===== src/rtl/adder_pipe.sv =====
// adder_pipe: pipelined two's-complement adder/subtractor. Each stage ripples the
// carry through one SLICE-bit slice; a single global stall freezes the whole pipe.
module adder_pipe #(
  parameter int WIDTH  = 8,
  parameter int STAGES = 2
) (
  input  logic             clk,
  input  logic             reset_n,
  input  logic             in_valid,
  output logic             in_ready,
  input  logic [WIDTH-1:0] a,
  input  logic [WIDTH-1:0] b,
  input  logic             c_in,
  input  logic             sub,
  output logic             out_valid,
  input  logic             out_ready,
  output logic [WIDTH-1:0] sum_out,
  output logic             c_out,
  output logic             ovf
);

  localparam int SLICE = WIDTH / STAGES;
  // Skew registers only feed stages 1..STAGES-1; keep one dummy entry when STAGES = 1.
  localparam int SKEW  = (STAGES > 1) ? STAGES - 1 : 1;

  logic [STAGES-1:0] valid_q, valid_d;
  logic [STAGES-1:0] carry_q, carry_d;
  logic [WIDTH-1:0]  sum_q [STAGES];
  logic [WIDTH-1:0]  sum_d [STAGES];
  logic [WIDTH-1:0]  a_q   [SKEW];
  logic [WIDTH-1:0]  a_d   [SKEW];
  logic [WIDTH-1:0]  b_q   [SKEW];
  logic [WIDTH-1:0]  b_d   [SKEW];
  logic              ovf_q, ovf_d;
  logic              stall_s;

  // Next-state of every stage: one slice of ripple carry per stage, skew/deskew passed along.
  always_comb begin
    logic [WIDTH-1:0] src_a, src_b, src_sum;
    logic             c, cm, ai, bi;
    int               kp, ks, idx;
    stall_s = valid_q[STAGES-1] & ~out_ready;
    ovf_d   = 1'b0;
    valid_d = '0;
    carry_d = '0;
    src_a   = '0;
    src_b   = '0;
    src_sum = '0;
    c       = 1'b0;
    cm      = 1'b0;
    ai      = 1'b0;
    bi      = 1'b0;
    kp      = 0;
    ks      = 0;
    idx     = 0;
    for (int j = 0; j < SKEW; j++) begin
      a_d[j] = a_q[j];
      b_d[j] = b_q[j];
    end
    for (int k = 0; k < STAGES; k++) begin
      kp = (k > 0) ? k - 1 : 0;
      ks = (k < SKEW) ? k : SKEW - 1;
      if (k == 0) begin
        src_a      = a;
        src_b      = sub ? ~b : b;
        src_sum    = '0;
        c          = c_in ^ sub;
        valid_d[k] = in_valid;
      end else begin
        src_a      = a_q[kp];
        src_b      = b_q[kp];
        src_sum    = sum_q[kp];
        c          = carry_q[kp];
        valid_d[k] = valid_q[kp];
      end
      cm = c;
      for (int i = 0; i < SLICE; i++) begin
        idx          = k * SLICE + i;
        ai           = src_a[idx];
        bi           = src_b[idx];
        cm           = c;
        src_sum[idx] = ai ^ bi ^ c;
        c            = (ai & bi) | (c & (ai ^ bi));
      end
      sum_d[k]   = src_sum;
      carry_d[k] = c;
      a_d[ks]    = (k < STAGES - 1) ? src_a : a_d[ks];
      b_d[ks]    = (k < STAGES - 1) ? src_b : b_d[ks];
      // cm is the carry into the MSB once the top slice has been rippled.
      ovf_d      = (k == STAGES - 1) ? (cm ^ c) : ovf_d;
    end
  end

  // Pipeline registers: cleared asynchronously, frozen as a whole while stalled.
  always_ff @(posedge clk or negedge reset_n) begin
    if (!reset_n) begin
      valid_q <= '0;
      carry_q <= '0;
      ovf_q   <= 1'b0;
      for (int k = 0; k < STAGES; k++) begin
        sum_q[k] <= '0;
      end
      for (int j = 0; j < SKEW; j++) begin
        a_q[j] <= '0;
        b_q[j] <= '0;
      end
    end else if (!stall_s) begin
      valid_q <= valid_d;
      carry_q <= carry_d;
      ovf_q   <= ovf_d;
      for (int k = 0; k < STAGES; k++) begin
        sum_q[k] <= sum_d[k];
      end
      for (int j = 0; j < SKEW; j++) begin
        a_q[j] <= a_d[j];
        b_q[j] <= b_d[j];
      end
    end
  end

  assign in_ready  = ~stall_s;
  assign out_valid = valid_q[STAGES-1];
  assign sum_out   = sum_q[STAGES-1];
  assign c_out     = carry_q[STAGES-1];
  assign ovf       = ovf_q;

endmodule


===== config.mk =====
export PLATFORM = sky130hd
export DESIGN_NAME = adder_pipe
export DESIGN_NICKNAME = d
export VERILOG_FILES = /design/src/rtl/adder_pipe.sv
export SDC_FILE = /design/constraint.sdc
export NUM_CORES = 1
export LEC_CHECK = 0
export ABC_AREA = 1
export CAP_MARGIN = 20
export CORE_MARGIN = 2
export CORE_UTILIZATION = 45
export CTS_CLUSTER_DIAMETER = 40
export DETAILED_ROUTE_END_ITERATION = 16
export GPL_TIMING_DRIVEN = 1
export PLACE_DENSITY = 0.81
export SLEW_MARGIN = 20
export SYNTH_ARGS = -nofsm -noshare
export SYNTH_HDL_FRONTEND = slang
export SYNTH_SLANG_ARGS = --single-unit

===== constraint.sdc =====
create_clock -name clk -period 4 [get_ports clk]
set_clock_uncertainty 0.2 [all_clocks]
set_input_delay 0.8 -clock clk [delete_from_list [all_inputs] [get_ports clk]]
set_output_delay 0.8 -clock clk [all_outputs]
set_load 0.05 [all_outputs]

After elaboration in Yosys (flattened, before gate mapping). Index checks and enable logic that the tools add are counted.

Flip-flop bits (word level): 33. Latch bits: 0. Memory bits (writable): 0. Memory bits (read-only): 0. Memories: 0.

$add $sub $neg: 0. Multipliers: 0. Div/mod/pow operators: 0. $lt $le $gt $ge: 0. Equal/unequal tests: 0. Shifts and indexed selects: 0. Muxes and demuxes: 1. Bitwise operators: 46. Reduce and logical (&&, ||, !) cells: 0.

Operators with widths (count): XOR 1 bit (18); AND 1 bit (17); 2-to-1 mux 8 bit (1); inverter 8 bit (1); bitwise OR 1 bit (8); inverter 1 bit (2).

Logic depth before layout (Yosys ltp). Gate-level depths: netlist of run 1.

Depth after elaboration: 11. Depth in mapped cells: 11. Depth with buffers taken out: 11.

Worst setup path before layout of run 1. No wires, ideal clock.

Path kind: input port to flip-flop. From: in sub. To: reg sum_q, in the netlist sum_d[3]. Setup time: 126 ps. Arrival: 2846 ps. Data required time: 3674 ps. Path slack: 828 ps. Stages: 9. Buffers on the path: 1. Path through: buf_2 xnor2_1 fa_1 fa_1 fa_1 inv_1 fa_1 nand2_1 o21ai_0.

RTL lines: from (decl) (line 14) `input logic sub,`; to (signal, indexed assignment) (line 112) `sum_q[k] <= sum_d[k];`; to (decl) (line 28) `logic [WIDTH-1:0] sum_q [STAGES];`.

==> results.md, run 1 <==
- Status: finished clean
- YS warnings: 0
- Clock sink count: 25
- Slew margin rel.: 64.1%
- Initial antenna violation count: 0
- Die height: 56.8 µm
- Syn avg cell area: 9.02 µm²
- P_sw: 0.367 mW
- Antenna cell count: 0
- Min Tclk post-route: 3.37 ns
- RSZ-0062 raised after global routing: false
- Total CTS buffers: 3
- Post-CTS setup buffer count: 0
- Max-Cap Viols: 0
- Synth area leaders: dfrtp_1, nand2_1, fa_1
- Largest area contributor in the netlist: dfrtp_1
- Die Area: 3220 µm²
- Commonest non-fill, non-tap cell in the layout: nand2_1
- Dpl hpwl: ~1900 µm
- Synth cell types: 14
- DR WL met3: between 70 and 80 µm
- CTS Hold Bufs: 0
- Slew @ Worst Pin: 0.539 ns
- Core area: 2710 µm²
- Fmax: between 200 and 300 MHz
- Critical Path AT: 3.36 ns
- Synth Register Bits: 25
- Top cell type's share of synthesized area: 49.9%
- Maximum number of pins on one net before global-route repair: 27
- Routed Antenna Nets: 0
- TritonCTS clock tree: built
- H-tree levels: 1
- Via density: 4.66
- Iter 0 DRT Violations: 11
- Max Buffers Root-to-Sink: 2
- Critical path launch point type: input port
- Mapped Cells: 139
- Power Total: 0.864 mW
- Final Setup Violations: 0
- Commonest cells after routing, fill and taps aside: nand2_1, clkdlybuf4s50_1, dfrtp_1
- CTS root buffer: clkbuf_4
- Final wirelength: about 2300 µm
- Fill cells: about 260
- Setup TNS: 0 ns
- Row cnt: 19
- Crit end category: flop
- Highest Signal Layer: met4
- Fin. max-slew vios: 0
- Leakage power figure: slightly above 0.8 nW
- Wire per inst: approximately 11 µm
- Highest ir drop seen on vdd: 0.372 mV
- Routability congestion estimate: 0.683
- Met2 wire len: between 1000 and 1500 µm
- Comb pwr share: a little under half
- Layout cells sized above 1: 5.78%
- Switch share: 42.4%
- Internal power: 0.497 mW
- Reg power frac: 41.5%
- Clk pwr share: 12.5%
- Syn Nets: ~170
- Global-route wire length before repair: 4330 µm
- Crit Path Category: input port to flop
- Vias post-DR: between 900 and 1k
- DRT Pass-1 Iters: 4
- Clk_lat worst skew: between 0.3 and 0.4 ns
- DRC violations left: 0
- Total GRT Usage: 16.7%
- Critical Path RT: approximately 4.0 ns
- Fin crit share: 84.1%
- Count of final hold-check violations: 0
- Area growth syn-to-layout: 29.6%
- Vias in the first global route: 1077
- PostCTS Resize Cnt: 0
- GRT overflow: 0
- Met1 wire length: 908 µm
- Clock slew at reported path FFs: 0.14 ns
- Mapped Area: 1250 µm²
- Initial core utilization: between 40% and 50%
- Post-synthesis sequential area ratio: 49.9%
- Worst hold path class: input port to async pin
- Port bufs: 33
- Nets: 204
- # IOs: 34
- Crit-path max FO: 7
- Die Width: 56.8 µm
- Power density cells: roughly 530 nW/µm²
==> path summary, 6_finish.rpt <==
kind,startpoint,endpoint,slack (ns),depth (start not counted)
min in group clk,valid_q[0],valid_q[1],0.27,2
min reg2reg,valid_q[0],valid_q[1],0.27,2
max in group asynchronous,reset_n,a_q[4],2.98,1
min,reset_n,sum_d[0],0.25,1
max reg2reg,carry_q[0],sum_out[7],1.53,8
max,sub,sum_d[3],0.63,9
==> kinds of logic after synthesis <==
family	share of synthesized area, %
AND/OR/NAND/NOR	20.0
flip-flops	49.9
adder cells (fa/ha/maj)	12.8
XOR/XNOR	3.49
buffers and inverters	9.08
AO/OA/AOI/OAI	4.79
==> registers in the layout (all words and copies together), names as in the netlist <==
name,count
valid_q,2
carry_q,2
b_q,4
ovf,1
sum_d,4
sum_out,8
a_q,4
==> power by group through the flow <==
stage          Clock [mW]  Combinational, mW  Sequential [mW]
2_1_floorplan           0              0.119            0.500
3_3_place_gp            0              0.392            0.357
3_5_place_dp            0              0.403            0.364
4_1_cts             0.110              0.403            0.359
5_1_grt             0.123              0.431            0.366
6_report            0.108              0.398            0.358
==> layer usage <==
layer | global-route usage [%] | vias to the layer above
met5 | 0 | -
met4 | 5.98 | 0
met3 | 1.15 | 2
met2 | 32.2 | 23
met1 | 19.1 | 450
li1 | - | 475
==> stage by stage <==
step           utilization [%]  std cells  hold WS [ns]  cell area (µm²)  worst slack, ns
2_1_floorplan                -        139         0.220             1250            0.828
5_1_grt                   60.0        204         0.277             1630            0.560
4_1_cts                   60.2        204         0.275             1630            0.625
3_5_place_dp              59.1        200         0.245             1600            0.293
6_report                  60.0        204         0.254             1630            0.635
3_3_place_gp              59.1        200         0.237             1600            0.384
==> worst max-delay path: stages <==
cell,delay [ns]
clkdlybuf4s50_1,0.62
xnor2_1,0.15
fa_1,0.42
fa_1,0.39
fa_1,0.36
inv_1,0.08
fa_1,0.41
nand2_1,0.07
o21ai_0,0.07
==> cell usage after synthesis <==
cell / count
nand2_1: 58
dfrtp_1: 25
inv_1: 20
o21ai_0: 11
fa_1: 8
buf_4: 4
xnor2_1: 4
nand3_1: 3
buf_2: 1
inv_2: 1
nand2_2: 1
nor2_4: 1
o21ai_1: 1
xor2_1: 1
==> cell type report <==
cell class,instances,area [µm²],area share [%]
Timing Repair Buffer,35,340,20.9
Multi-Input combinational cell,88,514,31.6
Inverter,21,78.8,4.85
Clock buffer,3,22.5,1.39
Clock inverter,1,5.00,0.308
Sequential cell,25,626,38.5
Tap cell,31,38.8,2.39
No activity file was read; power rests on OpenSTA's default activity.
==> run 2, diff against run 1 <==
==> constraint.sdc (replaced) <==
create_clock -name clk -period 3.2 [get_ports clk]
set_clock_uncertainty 0.2 [all_clocks]
set_input_delay 0.64 -clock clk [delete_from_list [all_inputs] [get_ports clk]]
set_output_delay 0.64 -clock clk [all_outputs]
set_load 0.05 [all_outputs]
==> run 2 against run 1 <==
Die area is the same; clock power is 31% higher; first-iteration DRC count grew 9.1%; count of clock-buffer cells in the layout up 1; non-clock buffer count up 2; total power is 26% higher; sequential power increased by 24%; combinational power is 27% higher.
==> results.md, run 2 (synthesized netlist as in run 1, its figures left out) <==
- Status: finished clean
- Die Area: 3220 µm²
- Count of final hold-check violations: 0
- Critical path launch point type: input port
- Slew margin rel.: 65.7%
- Commonest non-fill, non-tap cell in the layout: nand2_1
- Fin crit share: 96.9%
- Port bufs: 33
- Worst hold path class: flop to flop
- Fmax: 322 MHz
- Clock slew at reported path FFs: 0.13 ns
- Row cnt: 19
- PostCTS Resize Cnt: 0
- Clock sink count: 25
- Max-Cap Viols: 0
- Worst r2r src: carry_q[0]
- GRT overflow: 0
- Total GRT Usage: 16.7%
- Core area: about 2700 µm²
- Antenna cell count: 0
- Highest ir drop seen on vdd: slightly below 0.5 mV
- Routability congestion estimate: 0.710
- Die Width: approximately 57 µm
- Final wirelength: roughly 2400 µm
- Min Tclk post-route: 3.10 ns
- Power Total: around 1.1 mW
- Routed Antenna Nets: 0
- Total CTS buffers: 3
- Vias post-DR: around 970
- H-tree levels: 1
- Power density cells: 659 nW/µm²
- RSZ-0062 raised after global routing: false
- Area growth syn-to-layout: 31.9%
- Crit end category: flop
- Post-CTS setup buffer count: 0
- CTS root buffer: clkbuf_4
- TritonCTS clock tree: built
- CTS Hold Bufs: 0
- Final Setup Violations: 0
- Die height: 56.8 µm
- CP startpoint: sub
- Dpl hpwl: 1900 µm
- Maximum number of pins on one net before global-route repair: 27
- Slew @ Worst Pin: 0.513 ns
- Vias in the first global route: between 1k and 1.5k
- Crit Path Category: input port to flop
- # IOs: 34
- Wire per inst: 11.5 µm
- Max reg flops: 8
- Worst R2R Path Depth: 8
- Initial core utilization: 46.3%
- Hold_sp: valid_q[0]
- DRT Pass-1 Iters: 4
- Via density: roughly 4.7
- Clk_lat worst skew: 0.32 ns
- Global-route wire length before repair: around 4200 µm
- Worst hold slack: around 0.26 ns
- Critical Path RT: 3.21 ns
- Max Buffers Root-to-Sink: 2
- Leakage power figure: 0.829 nW
- Layout cells sized above 1: around 6.3%
- Critical Path AT: 3.12 ns
- Iter 0 DRT Violations: 12
- WHS Path Cells: 2
- Fin. max-slew vios: 0
- Crit-path max FO: 4
- Final Util: between 60% and 70%
- Nets: 206
- Initial antenna violation count: 0
- DRC violations left: 0
- Commonest cells after routing, fill and taps aside: nand2_1, clkdlybuf4s50_1, dfrtp_1
run 2: worst paths after layout:
kind	to	slack, ns
hold reg to reg	valid_q[1]	0.26
max in group asynchronous	b_q[6]	2.10
min in group asynchronous	carry_q[1]	0.47
hold / removal	valid_q[1]	0.26
setup / recovery	sum_d[3]	0.1
setup reg to reg	sum_out[7]	0.73
run 2: final cells by class:
class,count,area (µm²)
Sequential cell,25,626
Timing Repair Buffer,37,370
Tap cell,31,38.8
Inverter,21,78.8
Clock buffer,4,26.3
Multi-Input combinational cell,88,514
Fill cell,238,1060
run 2: power breakdown:
part           switching (mW)  internal (mW)
clock                  0.0917         0.0488
sequential             0.0445          0.399
combinational           0.324          0.183
total                   0.460          0.630
run 2: worst max-delay path: stages:
cell             delay [ns]
clkdlybuf4s50_1        0.54
xnor2_1                0.12
fa_1                   0.44
fa_1                   0.39
fa_1                   0.36
inv_1                  0.08
fa_1                   0.40
nand2_1                0.07
o21ai_0                0.07
run 2: per-layer routing:
metal	vias to the layer above	global-route usage, %	part of all wire, %
li1	483	-	-
met1	442	18.7	38
met2	35	30.9	54
met3	9	1.15	4.1
met4	0	9.30	3.2
met5	-	0	0
run 2: metrics by stage:
stage | cell area [µm²] | std cells | setup slack, ns | setup TNS [ns]
final | 1650 | 206 | 0.0981 | 0
after global routing | 1650 | 206 | 0.0249 | 0
after floorplan | 1250 | 139 | 0.188 | 0
after CTS | 1650 | 206 | 0.0959 | 0
after global placement | 1630 | 202 | -0.184 | -0.184
after detailed placement | 1630 | 202 | -0.255 | -0.255
==> run 3, diff against run 2 <==
--- a/config.mk
+++ b/config.mk
@@ -7,12 +7,11 @@
 export LEC_CHECK = 0
 export ABC_AREA = 1
 export CAP_MARGIN = 20
-export CORE_MARGIN = 2
 export CORE_UTILIZATION = 45
 export CTS_CLUSTER_DIAMETER = 40
 export DETAILED_ROUTE_END_ITERATION = 16
 export GPL_TIMING_DRIVEN = 1
-export PLACE_DENSITY = 0.81
+export PLACE_DENSITY = 0.77
 export SLEW_MARGIN = 20
 export SYNTH_ARGS = -nofsm -noshare
 export SYNTH_HDL_FRONTEND = slang
==> run 3 against run 2 <==
Core utilization up 4.0 points; combinational power fell by 0.8%; fmax up 2.2%; via count shrank 0.93%; non-clock buffer count unchanged; sequential share of layout area barely moved; clock power hardly changed; sequential power about the same; routed wire length down 0.72%; register-to-register slack about the same.
==> results.md, run 3 (synthesized netlist as in run 1, its figures left out) <==
- Status: finished clean
- Commonest cells after routing, fill and taps aside: nand2_1, clkdlybuf4s50_1, dfrtp_1
- # IOs: 34
- Total CTS buffers: 3
- TritonCTS clock tree: built
- Slew margin rel.: 65.0%
- Power density cells: 655 nW/µm²
- Worst R2R Path Depth: 8
- Nets: 206
- Vias in the first global route: 1052
- Fin. max-slew vios: 0
- Critical Path AT: between 3 and 4 ns
- RSZ-0062 raised after global routing: false
- Pre-CTS worst setup slack: -0.272 ns
- Worst hold path class: flop to flop
- Leakage power figure: 0.838 nW
- Via density: 4.68
- Cells after DPL: roughly 200
- Routed Antenna Nets: 0
- Non-filler instance count after layout: 205
- Critical Path RT: roughly 3.2 ns
- Iter 0 DRT Violations: 9
- Count of final hold-check violations: 0
- Initial antenna violation count: 0
- Initial core utilization: 49.3%
- Critical path launch point type: input port
- Port bufs: 33
- Die Area: 3000 µm²
- Area growth syn-to-layout: 32.0%
- WHS Path Cells: 2
- Fin crit share: 94.8%
- Wire per inst: 11.5 µm
- Slew @ Worst Pin: around 0.52 ns
- Clk_lat worst skew: between 0.3 and 0.4 ns
- Core area: roughly 2500 µm²
- Worst r2r src: carry_q[0]
- Max Buffers Root-to-Sink: 2
- Hold_sp: valid_q[0]
- Clock sink count: 25
- Total GRT Usage: around a fifth
- Max reg flops: 8
- Die height: 54.8 µm
- Vias post-DR: 960
- Fmax: 330 MHz
- Commonest non-fill, non-tap cell in the layout: nand2_1
- Maximum number of pins on one net before global-route repair: 27
- H-tree levels: 1
- Min Tclk post-route: 3.03 ns
- Clock slew at reported path FFs: 0.13 ns
- DRT Pass-1 Iters: 4
- Highest ir drop seen on vdd: roughly 0.44 mV
- Dpl hpwl: roughly 1900 µm
- Antenna cell count: 0
- Crit end category: flop
- Die Width: 54.8 µm
- Routability congestion estimate: 0.697
- Worst setup margin: 0.165 ns
- Row cnt: 18
- Crit-path max FO: 1
- Final Setup Violations: 0
- Max-Cap Viols: 0
- Global-route wire length before repair: 4060 µm
- Worst Hold End: valid_q[1]
- Worst reg2reg setup slack: 0.74 ns
- Layout cells sized above 1: 6.29%
- GRT overflow: 0
- Post-CTS setup buffer count: 0
- Crit Path Category: input port to flop
- Reg2reg end: sum_out[7]
- Final wirelength: 2360 µm
- CTS root buffer: clkbuf_4
- CP startpoint: b[0]
- DRC violations left: 0
[run 3: cell count changes in the layout (fill, tap and decap cells not counted)]
| cell | before | now |
|---|---|---|
| clkdlybuf4s50_1 | 32 | 31 |
| dlymetal6s2s_1 | 0 | 1 |
[run 3: layer usage]
metal | routed length [µm] | share of wire (%) | track usage, %
met3 | 79 | 3.3 | 0.833
met5 | 0 | 0 | 0
met2 | 1320 | 56 | 39.2
met1 | 914 | 39 | 19.3
met4 | 51 | 2.2 | 11.1
[run 3: per-stage QoR]
stage                     total power, mW  hold WS (ns)  utilization [%]  instance area [µm²]  TNS, ns
final                                1.08         0.269             65.0                 1660        0
after CTS                            1.09         0.278             64.9                 1650        0
after global routing                 1.15         0.308             65.0                 1660        0
after detailed placement            0.957         0.246             63.9                 1630   -0.272
after global placement              0.941         0.235             63.9                 1630   -0.186
after floorplan                     0.774         0.144                -                 1250        0
[run 3: where the power goes]
group          leakage, nW  switching (mW)  total, mW  internal, mW
clock network       0.0150          0.0909      0.140        0.0488
logic                0.523           0.321      0.502         0.181
registers            0.300          0.0437      0.442         0.399
total                0.838           0.455       1.08         0.629
[run 3: worst max-delay path by stage]
stage,endpoint,cells after the start
final,sum_d[3],9
after global routing,sum_d[3],9
after CTS,sum_d[3],9
after detailed placement,sum_d[3],9
after global placement,sum_d[3],9
after floorplan,sum_d[3],9
[run 3: final cells by class]
| class | instances | area, µm² |
|---|---|---|
| clock buffer | 4 | 26.3 |
| timing repair buffer | 37 | 373 |
| inverter | 21 | 78.8 |
| tap | 30 | 37.5 |
| fill | 215 | 890 |
| multi-input combinational | 88 | 514 |
| sequential | 25 | 626 |
[run 3: what timing repair did]
action,in CTS,in global routing
hold buffers,0,0
gates resized for setup,0,1
setup endpoints to repair,0,1
[run 3: critical path: stages]
cell,delay (ns)
clkdlybuf4s50_1,0.43
xnor2_1,0.15
fa_1,0.41
fa_1,0.39
fa_1,0.37
inv_1,0.09
fa_1,0.42
nand2_1,0.08
o21ai_0,0.06
==> RTL edit 1, RTL diff (settings of run 3) <==
`STAGES`: 2 -> 1.
--- a/src/rtl/adder_pipe.sv
+++ b/src/rtl/adder_pipe.sv
@@ -2,7 +2,7 @@
 // carry through one SLICE-bit slice; a single global stall freezes the whole pipe.
 module adder_pipe #(
   parameter int WIDTH  = 8,
-  parameter int STAGES = 2
+  parameter int STAGES = 1
 ) (
   input  logic             clk,
   input  logic             reset_n,
Behaviour: not the same (Yosys sat finds a counterexample within 4 cycles, from zero or initial values and one cycle with reset_n low).
==> RTL edit 1 against run 3 <==
The flow now finishes with violations (negative setup slack). Sequential cell count fell by 14. Synthesized cell count fell by 51%. Total power fell by 42%. Clock power fell by 29%. Wire length fell by 33%. Via count fell by 38%. Worst setup slack got worse by 0.97 ns. Register-to-register slack improved by 1.2 ns. First-iteration DRC count fell by 89%. Die area fell by 42%. Area after synthesis fell by 44%. Design area fell by 31%. Fmax fell by 24%. Critical path type unchanged.
==> RTL edit 1: results (changes against run 3) <==
synth:
  synthesis.nets: 98  # was 169
  synth.avg_cell_area_um2: 10.4  # was 9.02 um2
  synth.distinct_cells: 13  # was 14
  synthTopCellsByArea: "dfrtp_1, fa_1, xnor2_1, nand2_1, inv_1"  # was dfrtp_1, nand2_1, fa_1, inv_1, o21ai_0
  synth_xor_area_share_pct: 11.2  # was 3.49%
  synth_compound_area_share_pct: 5.68  # was 4.79%
  synth_fa_ha_area_share_pct: 22.7  # was 12.8%
  yosysWarningCount: 0  # unchanged
  ys_top_cells_by_count: "nand2_1, dfrtp_1, inv_1"  # unchanged
  ys_async_sr_fraction_pct: 100  # unchanged
  ys_seq_area_share_pct: 39.1  # was 49.9%
global_route:
  grt_max_degree: 20  # was 27
  grt_first_pass_wirelength_mm: 2.70  # was 4.06 mm
  grt_usage_pct: 20.7  # was 19.5%
  antenna_found_initial: 0  # unchanged
  grt_pass1_vias: 627  # was 1052
routing:
  wl_met1_um: 599  # was 914 um
  wl_met2_um: 871  # was 1.32 mm
  top_layer: "met4"  # unchanged
  drt_wl_total_mm: 1.57  # was 2.36 mm
  drtIter0Drc: 1  # was 9
  wl_per_cell_um: 13.0  # was 11.5 um
  firstDrtPassIters: 4  # unchanged
  dr_wl_met3_um: 87  # was 79 um
  post-route-drc-count: 0  # unchanged
  via_per_inst: 4.91  # was 4.68
critical_path:
  slowest_delay_ns: 0.43  # about the same
  cp_top_family: "adder cells"  # unchanged
  crit_slowest_cell: "fa_2"  # was clkdlybuf4s50_1
  cp_max_fo: 3  # was 1
  cp.arrival_ns: 3.98  # was 3.05 ns
status:
  status: "complete, but fails checks"  # was finished clean
  violations: "negative setup slack"
finish:
  antenna_cells: 0  # unchanged
  largest_reg_flops: 8  # unchanged
  drive_gt1_share_pct: 30.2  # was 6.29%
  fin_nets: 137  # was 206
  nFillCells: 84  # was 215
clock_tree:
  clkTransAtPathRegs_ns: 0.07  # was 0.13 ns
  cts-root-buf: "clkbuf_4"  # unchanged
  numCtsBuffers: 3  # unchanged
  insertion_delay_ns: 0.27  # was 0.32 ns
hold_path:
  hold_path_class: "flip-flop to flip-flop"  # unchanged
power:
  ir_worst_vdd_v: 0.000404  # was 0.000441 V
  swShare_pct: 43.9  # was 42.0%
  leakagePower_nw: 0.496  # was 0.838 nW
place:
  gp_congestion: 0.704  # was 0.697
  place_inst: 115  # was 201
  hpwl_mm: 1.21  # was 1.88 mm
timing:
  postLayoutSetupSlackWorst_ns: -0.805  # was 0.165 ns
  slew_headroom_pct: 65.3  # was 65.0%
  setup_viol: 5  # was 0
[RTL edit 1: changes by cell type after synthesis, sizes merged]
cell and change:
nand2 -43, or2 +1, inv -10, buf -3
o21ai -4, xnor2 +4, nand3 -2, dfrtp -14
[RTL edit 1: metal layers]
metal / GRT usage (%) / vias to the layer above
li1: - / 277
met1: 24.0 / 288
met2: 37.2 / 27
met3: 6.09 / 2
met4: 5.16 / 0
met5: 0 / -
[RTL edit 1: timing repair]
item | 4_1_cts | 5_1_grt
cloned | 0 | 0
gates resized for setup | 26 | 0
setup buffers | 2 | 0
pin swaps | 2 | 2
setup endpoints to repair | 6 | 5
hold endpoints to repair | 0 | 0
[RTL edit 1: cell type report]
class | instances | area share, %
Clock buffer | 4 | 2.31
Inverter | 11 | 3.63
Multi-Input combinational cell | 44 | 37.4
Sequential cell | 11 | 24.2
Tap cell | 15 | 1.65
Timing Repair Buffer | 36 | 30.9
[RTL edit 1: logic make-up (layout without fill, tap and decap cells)]
logic type | after synthesis | after routing
DFF | 11 | 11
adders and majority gates | 8 | 8
xor gates and xnor gates | 9 | 9
and+or+nand+nor | 19 | 19
AOI/OAI and AO/OA | 8 | 8
buffers and inverters | 13 | 51
[RTL edit 1: power by group through the flow]
stage	logic [mW]	clock network (mW)	registers (mW)
2_1_floorplan	0.0893	0	0.314
3_3_place_gp	0.319	0	0.193
3_5_place_dp	0.329	0	0.194
4_1_cts	0.339	0.101	0.192
5_1_grt	0.364	0.109	0.197
6_report	0.339	0.0988	0.193
[RTL edit 1: worst min-delay path, cell delays in order (launching register included)]
cell and delay, ns:
dfrtp_1 0.37, nand2_2 0.05, nand2_1 0.04
[RTL edit 1: final timing paths]
kind                            slack [ns]         end  cells past startpoint       start
worst max-delay path                 -0.81  sum_out[7]                     13         sub
max in group asynchronous             1.97  sum_out[6]                      1     reset_n
worst max register to register        1.93       c_out                      4   out_valid
worst min-delay path                  0.29  sum_out[7]                      2  sum_out[7]
min in group asynchronous             0.49  sum_out[0]                      1     reset_n
worst min register to register        0.29  sum_out[7]                      2  sum_out[7]
[RTL edit 1: metrics by stage]
stage	worst slack, ns	setup TNS [ns]	cell area (um2)	utilization (%)	hold slack, ns
after global routing	-0.875	-2.97	1140	82.4	0.314
after CTS	-0.804	-2.50	1140	82.4	0.293
final	-0.805	-2.59	1140	82.4	0.292
after floorplan	-1.02	-3.58	756	-	0.144
after detailed placement	-1.62	-7.36	1080	78.0	0.273
after global placement	-1.56	-6.97	1080	78.0	0.266
==> RTL edit 2, RTL diff (config.mk and constraints of run 3) <==
Made on the original files. Reset style: synchronous (`reset_n`), changed in one clocked block. Comments in the files are not updated.
--- a/src/rtl/adder_pipe.sv
+++ b/src/rtl/adder_pipe.sv
@@ -92,7 +92,7 @@
   end
 
   // Pipeline registers: cleared asynchronously, frozen as a whole while stalled.
-  always_ff @(posedge clk or negedge reset_n) begin
+  always_ff @(posedge clk) begin
     if (!reset_n) begin
       valid_q <= '0;
       carry_q <= '0;
Behaviour: differs if reset_n is asserted again (counterexample within 4 cycles, from zero or initial values and one cycle with reset_n low); with reset_n held inactive, the same outputs for 10 cycles.
==> RTL edit 2 against run 3 <==
Design area shrank 0.98%. Hold slack lost 0.014 ns. Core utilization shrank 0.64 points. Area after synthesis shrank 0.20%. Worst setup slack lost 0.013 ns. Critical endpoint is now sum_q[0][3]. Wire length shrank 12%. Synthesized cell count shrank 18%. Sequential cell count is the same.
Power is not compared: it rests on default switching activity, and its combinational part moved more than twofold at a synthesized area within 25%.
==> RTL edit 2: results (changes against run 3) <==
critical_path:
  cp_top_family: "adder cells"  # unchanged
  reg2reg_slack_ns: 0.77  # was 0.74 ns
  cp.arrival_ns: 2.93  # was 3.05 ns
  cp_max_fo: 4  # was 1
  slowest_delay_ns: 0.54  # was 0.43 ns
synth:
  synth-edff-count: 20  # was 0
  synth_xor_area_share_pct: 6.30  # was 3.49%
  ys_async_sr_fraction_pct: 0  # was 100%
  synth.distinct_cells: 15  # was 14
  synthTopCellsByArea: "edfxtp_1, fa_1, inv_1, dfxtp_1, nor2_1"  # was dfrtp_1, nand2_1, fa_1, inv_1, o21ai_0
  synth_compound_area_share_pct: 0.700  # was 4.79%
  synth_fa_ha_area_share_pct: 12.8  # about the same
  synth.avg_cell_area_um2: 11.0  # was 9.02 um2
  ys_top_cells_by_count: "inv_1, edfxtp_1, nor2_1"  # was nand2_1, dfrtp_1, inv_1
  synthFlopType: "edfxtp_1"  # was dfrtp_1
  synthesis.nets: 144  # was 169
  ys_seq_area_share_pct: 56.0  # was 49.9%
  synth_area_leader_cell: "edfxtp_1"  # was dfrtp_1
global_route:
  grt_max_degree: 21  # was 27
  grt_first_pass_wirelength_mm: 3.39  # was 4.06 mm
  grt_pass1_vias: 837  # was 1052
  grt_usage_pct: 16.5  # was 19.5%
routing:
  vias: 816  # was 960
  wl_per_cell_um: 11.4  # was 11.5 um
  firstDrtPassIters: 3  # was 4
  drt_wl_total_mm: 2.07  # was 2.36 mm
  drtIter0Drc: 4  # was 9
finish:
  antenna_cells: 0  # unchanged
  nFillCells: 195  # was 215
  drive_gt1_share_pct: 8.61  # was 6.29%
  largestRegisters: "sum_q x12, a_q x4, b_q x4"
  multi_input_area_um2: 415  # was 514 um2
place:
  hpwl_mm: 1.61  # was 1.88 mm
  place_inst: 177  # was 201
  io_buffers: 33  # unchanged
  place_area_mm2: 0.00161  # was 0.00163 mm2
  pre_cts_ws_ns: -0.199  # was -0.272 ns
  gp_congestion: 0.741  # was 0.697
timing:
  postLayoutSetupSlackWorst_ns: 0.152  # was 0.165 ns
  whs_ns: 0.255  # was 0.269 ns
  slew_headroom_pct: 66.1  # was 65.0%
power:
  swShare_pct: 30.9
  leakagePower_nw: 0.733
clock_tree:
  cts-root-buf: "clkbuf_4"  # unchanged
  cts_htree_levels: 1  # unchanged
status:
  status: "finished clean"  # unchanged
==> RTL edit 2: cell types whose count changed in the layout (fill, tap and decap cells not counted), sizes merged, moves of 3 or more <==
cell / delta
inv: +7
nor2: +20
edfxtp: +20
o21ai: -12
dfxtp: +5
xnor2: +3
dfrtp: -25
nand2: -40
nand3: -3
==> RTL edit 2: final cells by class <==
class                      instances  share of cell area, %
clock inverter                     1                  0.458
timing repair buffer              36                   21.4
clock buffer                       3                   1.37
multi-input combinational         58                   25.3
inverter                          28                   6.41
tap                               30                   2.29
sequential                        25                   42.7
==> RTL edit 2: path summary, 6_finish.rpt <==
kind,from,endpoint,cells past startpoint
setup reg to reg,a_q[0][4],sum_q[0][15],8
setup / recovery,sub,sum_q[0][3],11
hold / removal,valid_q[0],valid_q[1],2
hold reg to reg,valid_q[0],valid_q[1],2
==> RTL edit 2: cells by family (layout without fill, tap and decap cells) <==
logic type	count (synthesis)	after routing
adders and majority gates	8	8
xor gates and xnor gates	9	9
buffers and inverters	31	68
DFF	25	25
and+or+nand+nor	40	40
AOI/OAI and AO/OA	1	1
==> RTL edit 2: worst register-to-register path, cell delays in order (launching register included) <==
cell and delay (ns):
edfxtp_1 0.40, inv_1 0.09, fa_1 0.18, inv_1 0.05, fa_1 0.37, fa_1 0.38
inv_1 0.10, fa_1 0.42, nor2_1 0.10
==> RTL edit 2: power groups by stage <==
stage | clock, mW | combinational [mW] | sequential (mW)
final | 0.144 | 0.215 | 0.405
after floorplan | 0 | 0.0793 | 0.472
after global placement | 0 | 0.208 | 0.411
after CTS | 0.144 | 0.217 | 0.406
after global routing | 0.155 | 0.234 | 0.409
after detailed placement | 0 | 0.215 | 0.414
==> RTL edit 2: metrics by stage <==
step	TNS, ns	total power, mW
detailed placement	-0.199	0.629
floorplan	0	0.551
global route	0	0.798
CTS	0	0.766
global placement	-0.134	0.619
finish	0	0.765
==> RTL edit 2: layer usage <==
layer | GRT usage [%] | vias to the layer above | share of wire (%)
li1 | - | 407 | -
met1 | 17.4 | 380 | 39
met2 | 30.3 | 21 | 55
met3 | 2.50 | 8 | 3.0
met4 | 9.40 | 0 | 3.0
met5 | 0 | - | 0
